`src/rtl/if_fetch.sv`:
```
// rtl/if_fetch.sv - instruction-fetch stage with prefetch FIFO and flush/stall handling
//
// Purpose: owns the fetch PC, issues in-order word requests to instruction
// memory (req/ack + rvalid), buffers responses in a small prefetch FIFO and
// presents one {pc, inst, valid} per cycle to the IF/ID register.
//
// Ports:
//   clk            clock, rising edge
//   rst            asynchronous active-low reset
//   stall_i        hold outputs, pop nothing
//   flush_i        redirect fetch to new_pc_i (highest priority)
//   new_pc_i       redirect target, word aligned
//   imem_req_o     request valid
//   imem_addr_o    request address (fetch PC)
//   imem_ack_i     request accepted this cycle
//   imem_rvalid_i  in-order response valid
//   imem_rdata_i   response instruction
//   pc_o           PC of the presented instruction
//   inst_o         presented instruction, 0 when not valid
//   inst_valid_o   pc_o/inst_o hold a real instruction
//   perf_bubble_o  saturating fetch-bubble counter (only with IF_FETCH_PERF_EN)
//
// Optional feature macro: IF_FETCH_PERF_EN

module if_fetch #(
    parameter logic [31:0] RESET_PC   = 32'h0000_0000,
    parameter int          FIFO_DEPTH = 2
) (
    input  logic        clk,
    input  logic        rst,
    input  logic        stall_i,
    input  logic        flush_i,
    input  logic [31:0] new_pc_i,
    output logic        imem_req_o,
    output logic [31:0] imem_addr_o,
    input  logic        imem_ack_i,
    input  logic        imem_rvalid_i,
    input  logic [31:0] imem_rdata_i,
    output logic [31:0] pc_o,
    output logic [31:0] inst_o,
`ifdef IF_FETCH_PERF_EN
    output logic [31:0] perf_bubble_o,
`endif
    output logic        inst_valid_o
);

    localparam int PW = (FIFO_DEPTH > 1) ? $clog2(FIFO_DEPTH) : 1;
    localparam int CW = PW + 1;
    localparam int SW = CW + 1;
    localparam logic [SW-1:0] DEPTH_S = SW'(FIFO_DEPTH);

    logic [31:0]   r_fetch_pc;
    logic [31:0]   r_resp_pc;
    logic [CW-1:0] r_outst;
    logic [CW-1:0] r_disc;
    logic [CW-1:0] r_count;
    logic [PW-1:0] r_wptr;
    logic [PW-1:0] r_rptr;
    logic [31:0]   r_fifo_pc   [FIFO_DEPTH];
    logic [31:0]   r_fifo_inst [FIFO_DEPTH];
    logic [31:0]   r_pc;
    logic [31:0]   r_inst;
    logic          r_valid;

    logic [SW-1:0] w_slots;
    logic [SW-1:0] w_tracked;
    logic [SW-1:0] w_flush_disc;
    logic          w_req;
    logic          w_acc;
    logic          w_rv_drop;
    logic          w_rv_live;
    logic          w_push;
    logic          w_pop;

    // Buffered plus in-flight words bound FIFO occupancy; tracked responses
    // (live plus to-be-dropped) bound what memory may still return.
    assign w_slots   = SW'(r_count) + SW'(r_outst);
    assign w_tracked = SW'(r_outst) + SW'(r_disc);

    // Gated by rst so the request is low while reset is held.
    assign w_req = rst && !flush_i && (w_slots < DEPTH_S) && (w_tracked < DEPTH_S);
    assign w_acc = w_req && imem_ack_i;

    // Stale responses from before a redirect are consumed first.
    assign w_rv_drop = imem_rvalid_i && (r_disc != '0);
    assign w_rv_live = imem_rvalid_i && (r_disc == '0) && (r_outst != '0);
    assign w_push    = w_rv_live && !flush_i;
    assign w_pop     = !flush_i && !stall_i && (r_count != '0);

    // Everything still owed by memory after this edge becomes stale on a flush.
    assign w_flush_disc = w_tracked + SW'(w_acc) - SW'(w_rv_live) - SW'(w_rv_drop);

    always_ff @(posedge clk or negedge rst) begin
        if (!rst) begin
            r_fetch_pc <= RESET_PC;
            r_resp_pc  <= RESET_PC;
            r_outst    <= '0;
            r_disc     <= '0;
            r_count    <= '0;
            r_wptr     <= '0;
            r_rptr     <= '0;
        end else if (flush_i) begin
            r_fetch_pc <= new_pc_i;
            r_resp_pc  <= new_pc_i;
            r_outst    <= '0;
            r_disc     <= CW'(w_flush_disc);
            r_count    <= '0;
            r_wptr     <= '0;
            r_rptr     <= '0;
        end else begin
            if (w_acc) begin
                r_fetch_pc <= r_fetch_pc + 32'd4;
            end
            if (w_push) begin
                r_resp_pc <= r_resp_pc + 32'd4;
                r_wptr    <= r_wptr + PW'(1);
            end
            if (w_pop) begin
                r_rptr <= r_rptr + PW'(1);
            end
            r_count <= r_count + CW'(w_push) - CW'(w_pop);
            r_outst <= r_outst + CW'(w_acc) - CW'(w_push);
            r_disc  <= r_disc - CW'(w_rv_drop);
        end
    end

    always_ff @(posedge clk) begin
        if (w_push) begin
            r_fifo_pc[r_wptr]   <= r_resp_pc;
            r_fifo_inst[r_wptr] <= imem_rdata_i;
        end
    end

    // Output register: no bypass, so a fresh push is poppable one edge later.
    always_ff @(posedge clk or negedge rst) begin
        if (!rst) begin
            r_pc    <= '0;
            r_inst  <= '0;
            r_valid <= 1'b0;
        end else if (flush_i) begin
            r_inst  <= '0;
            r_valid <= 1'b0;
        end else if (!stall_i) begin
            if (r_count != '0) begin
                r_pc    <= r_fifo_pc[r_rptr];
                r_inst  <= r_fifo_inst[r_rptr];
                r_valid <= 1'b1;
            end else begin
                r_inst  <= '0;
                r_valid <= 1'b0;
            end
        end
    end

`ifdef IF_FETCH_PERF_EN
    logic [31:0] r_perf;

    always_ff @(posedge clk or negedge rst) begin
        if (!rst) begin
            r_perf <= '0;
        end else if (!stall_i && !flush_i && (r_count == '0) && (r_perf != 32'hFFFF_FFFF)) begin
            r_perf <= r_perf + 32'd1;
        end
    end

    assign perf_bubble_o = r_perf;
`endif

    assign imem_req_o   = w_req;
    assign imem_addr_o  = r_fetch_pc;
    assign pc_o         = r_pc;
    assign inst_o       = r_inst;
    assign inst_valid_o = r_valid;

    a_no_stray_rvalid: assert property (@(posedge clk) disable iff (!rst)
        !(imem_rvalid_i && (w_tracked == '0)));

endmodule

```
`config.mk`:
```
export PLATFORM = sky130hd
export DESIGN_NAME = if_fetch
export DESIGN_NICKNAME = d
export VERILOG_FILES = /design/src/rtl/if_fetch.sv
export SDC_FILE = /design/constraint.sdc
export NUM_CORES = 1
export LEC_CHECK = 0
export ABC_CLOCK_PERIOD_IN_PS = 14750
export BUFFER_PORTS_ARGS = -buffer_cell sky130_fd_sc_hd__clkbuf_2
export CAP_MARGIN = 20
export CORE_ASPECT_RATIO = 2
export CORE_MARGIN = 5
export CORE_UTILIZATION = 61
export DETAILED_ROUTE_END_ITERATION = 16
export MAX_ROUTING_LAYER = met4
export PLACE_DENSITY = 0.84
export RECOVER_POWER = 25
export SYNTH_ARGS = -nofsm -noshare
export SYNTH_HDL_FRONTEND = slang
export SYNTH_SLANG_ARGS = --single-unit
```
`constraint.sdc`:
```
create_clock -name clk -period 14.75 [get_ports clk]
set_input_delay 0 -clock clk [delete_from_list [all_inputs] [get_ports clk]]
set_output_delay 0 -clock clk [all_outputs]
set_load 0.005 [all_outputs]
```
---- Word level (Yosys, flattened, before mapping) ----
Memory sizes are Yosys's and may differ from the RTL's. A register that Yosys moved wholly into a read port is not among the register bits.
Cells that the tools add are included.
cells by class
  order comparisons ....................... 2
  $add $sub $neg .......................... 14
  reduce and logical (&&, ||, !) cells .... 21
  equal/unequal tests ..................... 1
  multiplexer cells ....................... 19
  bitwise operators ....................... 2
operators by type and width
  kind                                                         count
  two-way mux 32 bit                                           7
  adder 32 x 3 -> 32 bit (second input constant)               2
  nonzero test 2 bit                                           6
  logical AND 1 bit                                            10
  subtractor 2 x 1 -> 2 bit                                    5
  two-way mux 1 bit                                            9
  adder 2 x 1 -> 2 bit                                         3
  adder 2 x 2 -> 3 bit                                         2
  less-than comparator 3 x 2 -> 1 bit (second input constant)  2
  two-way mux 2 bit                                            3
  logical NOT 1 bit                                            3
  AND reduction 3 bit                                          1
  adder 1 bit (second input constant)                          2
  logical NOT 2 bit                                            1
  inequality test 2 x 1 -> 1 bit (second input constant)       1
  inverter 1 bit                                               2
word-level totals
  register bits ........................... 105
  memories kept ........................... 2
  RAM bits ................................ 128
memories
  name         depth  bits a word  rd ports  clocked after Yosys merged registers in  write ports  RTL line  text
  r_fifo_inst  2      32           1         0                                        1            60        logic [31:0] r_fifo_inst [FIFO_DEPTH];
  r_fifo_pc    2      32           1         1                                        1            59        logic [31:0] r_fifo_pc [FIFO_DEPTH];

---- Depth between registers and ports, before layout ----
  depth after elaboration ................. 9
  depth in mapped cells ................... 12

---- Worst setup path after synthesis ----
OpenSTA, ideal clock, no wires.
  kind .................................... register -> register
  start point ............................. register r_disc[1]
  end point ............................... memory r_fifo_inst[0][0], enable pin
  setup time .............................. 487 ps
  required time ........................... 14,263 ps
  cell stages (with the launch flop) ...... 8
  clock period less this slack ............ 4,764 ps
  setup slack ............................. 9,986 ps
  arrival ................................. 4,277 ps
  cells stage by stage .................... dfrtp_1 -> nor3b_1 -> and2_1 -> clkbuf_1 -> inv_1 -> nor2_1 -> inv_1 -> nor2_1
on the way
  longest elaborated chain between the ends .. 6
RTL lines
  what                                     RTL line  text
  from (decl)                              55        logic [CW-1:0] r_disc;
  from (signal assigned)                   106       r_disc <= CW'(w_flush_disc);
  from (signal assigned)                   123       r_disc <= r_disc - CW'(w_rv_drop);
  logical NOT 2 bit                        86        assign w_rv_live = imem_rvalid_i && (r_disc == '0) && (r_outst != '0);
  logical AND 1 bit (2 in a row)           86
  logical AND 1 bit                        87        assign w_push = w_rv_live && !flush_i;
  two-way mux 1 bit                        128       if (w_push) begin
  two-way mux 1 bit (not written as such)  130       r_fifo_inst[r_wptr] <= imem_rdata_i;
  to (decl)                                60
Every way passes these cells.

---- Final worst setup path ----
  start point ............................. input port rst
  end point ............................... register r_fetch_pc[6], in the netlist imem_addr_o[6]
on the way
  longest elaborated chain between the ends .. 5
RTL lines
  what                            RTL line  text
  from (decl)                     30        input logic rst,
  logical AND 1 bit (3 in a row)  81        assign w_req = rst && !flush_i && (w_slots < DEPTH_S) && (w_tracked < DEPTH_S);
  logical AND 1 bit               82        assign w_acc = w_req && imem_ack_i;
  nonzero test 2 bit (no line)    n/a
  to (signal assigned)            103       r_fetch_pc <= new_pc_i;
  to (signal assigned)            112       r_fetch_pc <= r_fetch_pc + 32'd4;
  to (decl)                       52        logic [31:0] r_fetch_pc;
Every way passes these cells.
A chain may end at the register's enable or synchronous reset.

==> reports/metrics.json <==
{
  "area_growth_syn_to_layout": {"value": 22.4, "unit": "%"},
  "synth_top_cell_by_area": {"value": "sky130_fd_sc_hd__edfxtp_1"},
  "initial_antenna_violation_count": {"value": 0},
  "buffer_ports.inserted": {"value": 167},
  "tns": {"value": 0, "unit": "ps"},
  "cts_tree": {"value": "yes"},
  "post_synth_num_cell_types": {"value": 44},
  "min-delay-start": {"value": "imem_rvalid_i"},
  "report.final.slew_viol_count": {"value": 88},
  "drt-wirelength-per-cell": {"value": 18.1, "unit": "microns"},
  "setup.worst_path.class": {"value": "in2reg"},
  "startpoint_of_the_lowest_slack_register_to_register_path": {"value": "r_count[0]"},
  "kind_of_end_point_of_the_critical_path": {"value": "flop"},
  "gp_congestion": {"value": 0.907},
  "arrival": {"value": 6220, "unit": "ps"},
  "grt_use_total": {"value": 24.2, "unit": "%"},
  "synth.top_cells.by_area": {"value": "sky130_fd_sc_hd__edfxtp_1 (36%), sky130_fd_sc_hd__dfrtp_1 (32%), sky130_fd_sc_hd__mux2i_1 (5.9%)"},
  "post_route_cells_drive_above_1_share": {"value": 18.3, "unit": "%"},
  "max-slew-margin-rel": {"value": -220, "unit": "%"},
  "num_io_pins": {"value": 168},
  "run_status": {"value": "complete, but fails checks"},
  "ctsRootBufferMaster": {"value": "sky130_fd_sc_hd__clkbuf_16"},
  "timing.final.setup_violations": {"value": 0},
  "chipWidth": {"value": 104, "unit": "microns"},
  "worst_clock_skew": {"value": 8.74, "unit": "ps"},
  "finalWorstPathRequiredPeriod": {"value": 5860, "unit": "ps"},
  "dieArea": {"value": 0.0206, "unit": "sq mm"},
  "p_leak": {"value": 5.30, "unit": "nW"},
  "core_area": {"value": 0.0176, "unit": "sq mm"},
  "drc_errors_left": {"value": 0},
  "timing_hold_violations_final": {"value": 0},
  "cap_violations": {"value": 1},
  "slowest_delay": {"value": 3330, "unit": "ps"},
  "antenna-diode-count": {"value": 0},
  "cts_sinks": {"value": 265},
  "route.final.wire_length": {"value": 23800, "unit": "microns"},
  "critical_path.most_common_cell": {"value": "sky130_fd_sc_hd__or4b_1"},
  "post_synth.cell_area_avg": {"value": 12.6, "unit": "sq um"},
  "grt_setup_unrepaired": {"value": "no"},
  "crit_path_start": {"value": "rst"},
  "timing.fmax": {"value": 171, "unit": "MHz"},
  "final_antenna_net_count": {"value": 0},
  "preCtsSetupSlack": {"value": 11380, "unit": "ps"},
  "fp.dieH": {"value": 198, "unit": "microns"},
  "critPathBufInv": {"value": 4},
  "detailed_place.area": {"value": 0.0118, "unit": "sq mm"},
  "drt_pre_antenna_iters": {"value": 5},
  "clkTransAtPathRegs": {"value": 70, "unit": "ps"},
  "number_of_global_route_vias_before_repair": {"value": 7803},
  "layout_worst_path_cycle_share": {"value": 39.8, "unit": "%"},
  "via_count_of_the_routed_design": {"value": 7562},
  "max_slew.worst_pin.slew": {"value": 4790, "unit": "ps"},
  "post_cts_buffers": {"value": 0},
  "globalRoute.totalOverflow": {"value": 0},
  "initial_core_util": {"value": 61.4, "unit": "%"},
  "row_count": {"value": 69},
  "synth_area": {"value": 0.0108, "unit": "sq mm"},
  "syn-num-nets": {"value": 938},
  "ys_async_sr_fraction": {"value": 51.7, "unit": "%"},
  "synthesis.instances": {"value": 856},
  "source_to_sink_clock_delay_at_the_later_pin_of_the_worst_skew_pair": {"value": 500, "unit": "ps"},
  "cts.repair.resized": {"value": 0},
  "detail_route.iter0.violations": {"value": 465},
  "final_critical_path_setup_slack": {"value": 8890, "unit": "ps"},
  "h_tree_levels": {"value": 1},
  "grt_max_degree": {"value": 101},
  "synth-warning-count": {"value": 0},
  "post_synth_edffs": {"value": 128},
  "worstHoldPathType": {"value": "in2reg"},
  "numCtsBuffers": {"value": 23},
  "synth_ff_type": {"value": "sky130_fd_sc_hd__dfrtp_1"},
  "crit_path_top_delay_cell": {"value": "sky130_fd_sc_hd__clkbuf_1"},
  "crit_chain": {"value": "dlygate4sd3_1, clkbuf_1, or4b_1, or4b_1, buf_4, inv_6, nor2_1, o21ai_0, o311ai_0"},
  "critPathLaunchType": {"value": "primary input"},
  "worst-endpoint-required": {"value": 15100, "unit": "ps"},
  "synth_largest_type_area_fraction": {"value": 35.6, "unit": "%"},
  "worst_path_dominant_cell_family": {"value": "buffers and inverters"},
  "violations": {"value": "max-capacitance violations, max-slew violations"},
  "drt-vias-per-instance": {"value": 5.77},
  "finalPower": {"value": 0.00161, "unit": "W"},
  "clockBufferDepth": {"value": 3},
  "critical_path_peak_fanout": {"value": 87},
  "cellPowerDensity": {"value": 122, "unit": "mW/mm^2"},
  "max-vdd-ir-drop": {"value": 102, "unit": "uV"},
  "layout.nets": {"value": 1164},
  "ys_seq_elements": {"value": 265},
  "dpl.hpwl": {"value": 15300, "unit": "microns"},
  "stdcell_area": {"value": 0.0132, "unit": "sq mm"},
  "grt_pass1_wl": {"value": 39600, "unit": "microns"},
  "yosysSeqAreaShare": {"value": 67.3, "unit": "%"}
}
## metrics by stage
stage / util (%) / hold WS [ps] / instances
after detailed placement: 67.3 / 118 / 1205
after floorplan: - / -296 / 856
final: 75.1 / 61.5 / 1311
after global routing: 75.1 / 121 / 1311
after CTS: 75.3 / 44.0 / 1311
after global placement: 67.3 / 124 / 1205
## cell type report
| type | instances | area, sq um |
|---|---|---|
| sequential | 265 | 7280 |
| fill | 1171 | 4390 |
| multi-input combinational | 529 | 3300 |
| timing repair buffer | 243 | 1540 |
| clock buffer | 34 | 667 |
| tap | 213 | 267 |
| clock inverter | 7 | 95.1 |
| inverter | 20 | 80.1 |
## registers in the layout (all words and copies together) (netlist names), 2 cells and up
| name | cells |
|---|---|
| r_fifo_inst | 64 |
| r_disc | 2 |
| inst_o | 32 |
| r_count | 2 |
| pc_o | 32 |
| r_fifo_pc | 64 |
| r_resp_pc | 32 |
| r_outst | 2 |
| imem_addr_o | 32 |
## synth_stat cells, types with 5 or more instances
library cell	number
sky130_fd_sc_hd__nor2_1	24
sky130_fd_sc_hd__o211ai_1	19
sky130_fd_sc_hd__and4_1	5
sky130_fd_sc_hd__o21ai_0	113
sky130_fd_sc_hd__dfrtp_1	137
sky130_fd_sc_hd__mux2i_1	64
sky130_fd_sc_hd__nand2_1	120
sky130_fd_sc_hd__nor3_1	14
sky130_fd_sc_hd__xnor2_1	25
sky130_fd_sc_hd__edfxtp_1	128
sky130_fd_sc_hd__nand3_1	33
sky130_fd_sc_hd__a31oi_1	8
sky130_fd_sc_hd__and2_1	9
sky130_fd_sc_hd__and3_1	11
sky130_fd_sc_hd__clkbuf_1	30
sky130_fd_sc_hd__buf_1	6
sky130_fd_sc_hd__xor2_1	12
sky130_fd_sc_hd__ha_1	9
sky130_fd_sc_hd__inv_1	18
sky130_fd_sc_hd__o311ai_0	8
sky130_fd_sc_hd__nand4_1	18
## metal layers
metal | share of wire [%] | wire length, microns | track usage, % | vias up
li1 | - | - | - | 3542
met1 | 39 | 9350 | 31.4 | 3699
met2 | 51 | 12200 | 39.7 | 278
met3 | 6.5 | 1550 | 3.46 | 43
met4 | 2.8 | 660 | 8.07 | 0
met5 | 0 | 0 | - | -
## where the power goes
part | total, W | internal [W] | switching [W]
Sequential | 0.000859 | 0.000817 | 0.0000416
Clock | 0.000600 | 0.000349 | 0.000251
Combinational | 0.000154 | 0.0000729 | 0.0000814
Total | 0.00161 | 0.00124 | 0.000374
## placed cells by master (no fill, tap or decap), types with 3 or more instances in the layout
cell type | netlist | routed
sky130_fd_sc_hd__o311ai_0 | 8 | 8
sky130_fd_sc_hd__buf_4 | 1 | 11
sky130_fd_sc_hd__and4_1 | 5 | 5
sky130_fd_sc_hd__and3_1 | 11 | 10
sky130_fd_sc_hd__dlygate4sd3_1 | 0 | 65
sky130_fd_sc_hd__or3_1 | 4 | 4
sky130_fd_sc_hd__ha_1 | 9 | 9
sky130_fd_sc_hd__or4b_1 | 3 | 3
sky130_fd_sc_hd__mux2i_1 | 64 | 64
sky130_fd_sc_hd__nor3_1 | 14 | 14
sky130_fd_sc_hd__nand2_1 | 120 | 120
sky130_fd_sc_hd__nand4_1 | 18 | 18
sky130_fd_sc_hd__and2_1 | 9 | 9
sky130_fd_sc_hd__nand3_1 | 33 | 33
sky130_fd_sc_hd__a21oi_1 | 4 | 4
sky130_fd_sc_hd__clkbuf_2 | 0 | 144
sky130_fd_sc_hd__inv_1 | 18 | 18
sky130_fd_sc_hd__nor2_1 | 24 | 23
sky130_fd_sc_hd__nor4_1 | 3 | 3
sky130_fd_sc_hd__edfxtp_1 | 128 | 128
sky130_fd_sc_hd__o211ai_1 | 19 | 19
sky130_fd_sc_hd__dfrtp_1 | 137 | 136
sky130_fd_sc_hd__a31oi_1 | 8 | 8
sky130_fd_sc_hd__fa_1 | 3 | 3
sky130_fd_sc_hd__clkbuf_16 | 0 | 23
sky130_fd_sc_hd__o21ai_0 | 113 | 113
sky130_fd_sc_hd__clkbuf_8 | 0 | 5
sky130_fd_sc_hd__clkbuf_1 | 30 | 28
sky130_fd_sc_hd__xor2_1 | 12 | 12
sky130_fd_sc_hd__xnor2_1 | 25 | 25
## tightest hold or removal path: stages
cell	delay, ps
sky130_fd_sc_hd__clkbuf_2	90
sky130_fd_sc_hd__o21ai_0	150
sky130_fd_sc_hd__inv_1	100
sky130_fd_sc_hd__ha_1	110
sky130_fd_sc_hd__o21ai_0	70
## logic make-up (layout without fill, tap and decap cells)
logic type / Yosys count / in the layout / synth area share, %
DFF: 265 / 265 / 67.3
and+or+nand+nor: 257 / 257 / 11.4
AOI/OAI and AO/OA: 157 / 157 / 8.22
muxes: 66 / 66 / 6.14
buffers and inverters: 62 / 304 / 2.35
xor gates and xnor gates: 37 / 37 / 3.00
adders and majority gates: 12 / 12 / 1.60
## what timing repair did
item / CTS / global route
setup endpoints to repair: 0 / 0
endpoints found under the hold margin: 213 / 0
hold buffers: 65 / 0
## worst paths after layout
kind,end,slack (ps),cells after the start
max reg2reg,imem_addr_o[6],11350,9
max in group asynchronous,r_rptr,9600,2
min,r_disc[0],60,5
max,imem_addr_o[6],8890,9
min reg2reg,pc_o[11],480,2
min in group asynchronous,pc_o[10],1780,2
Note: power is estimated with default switching activity, not from simulation.
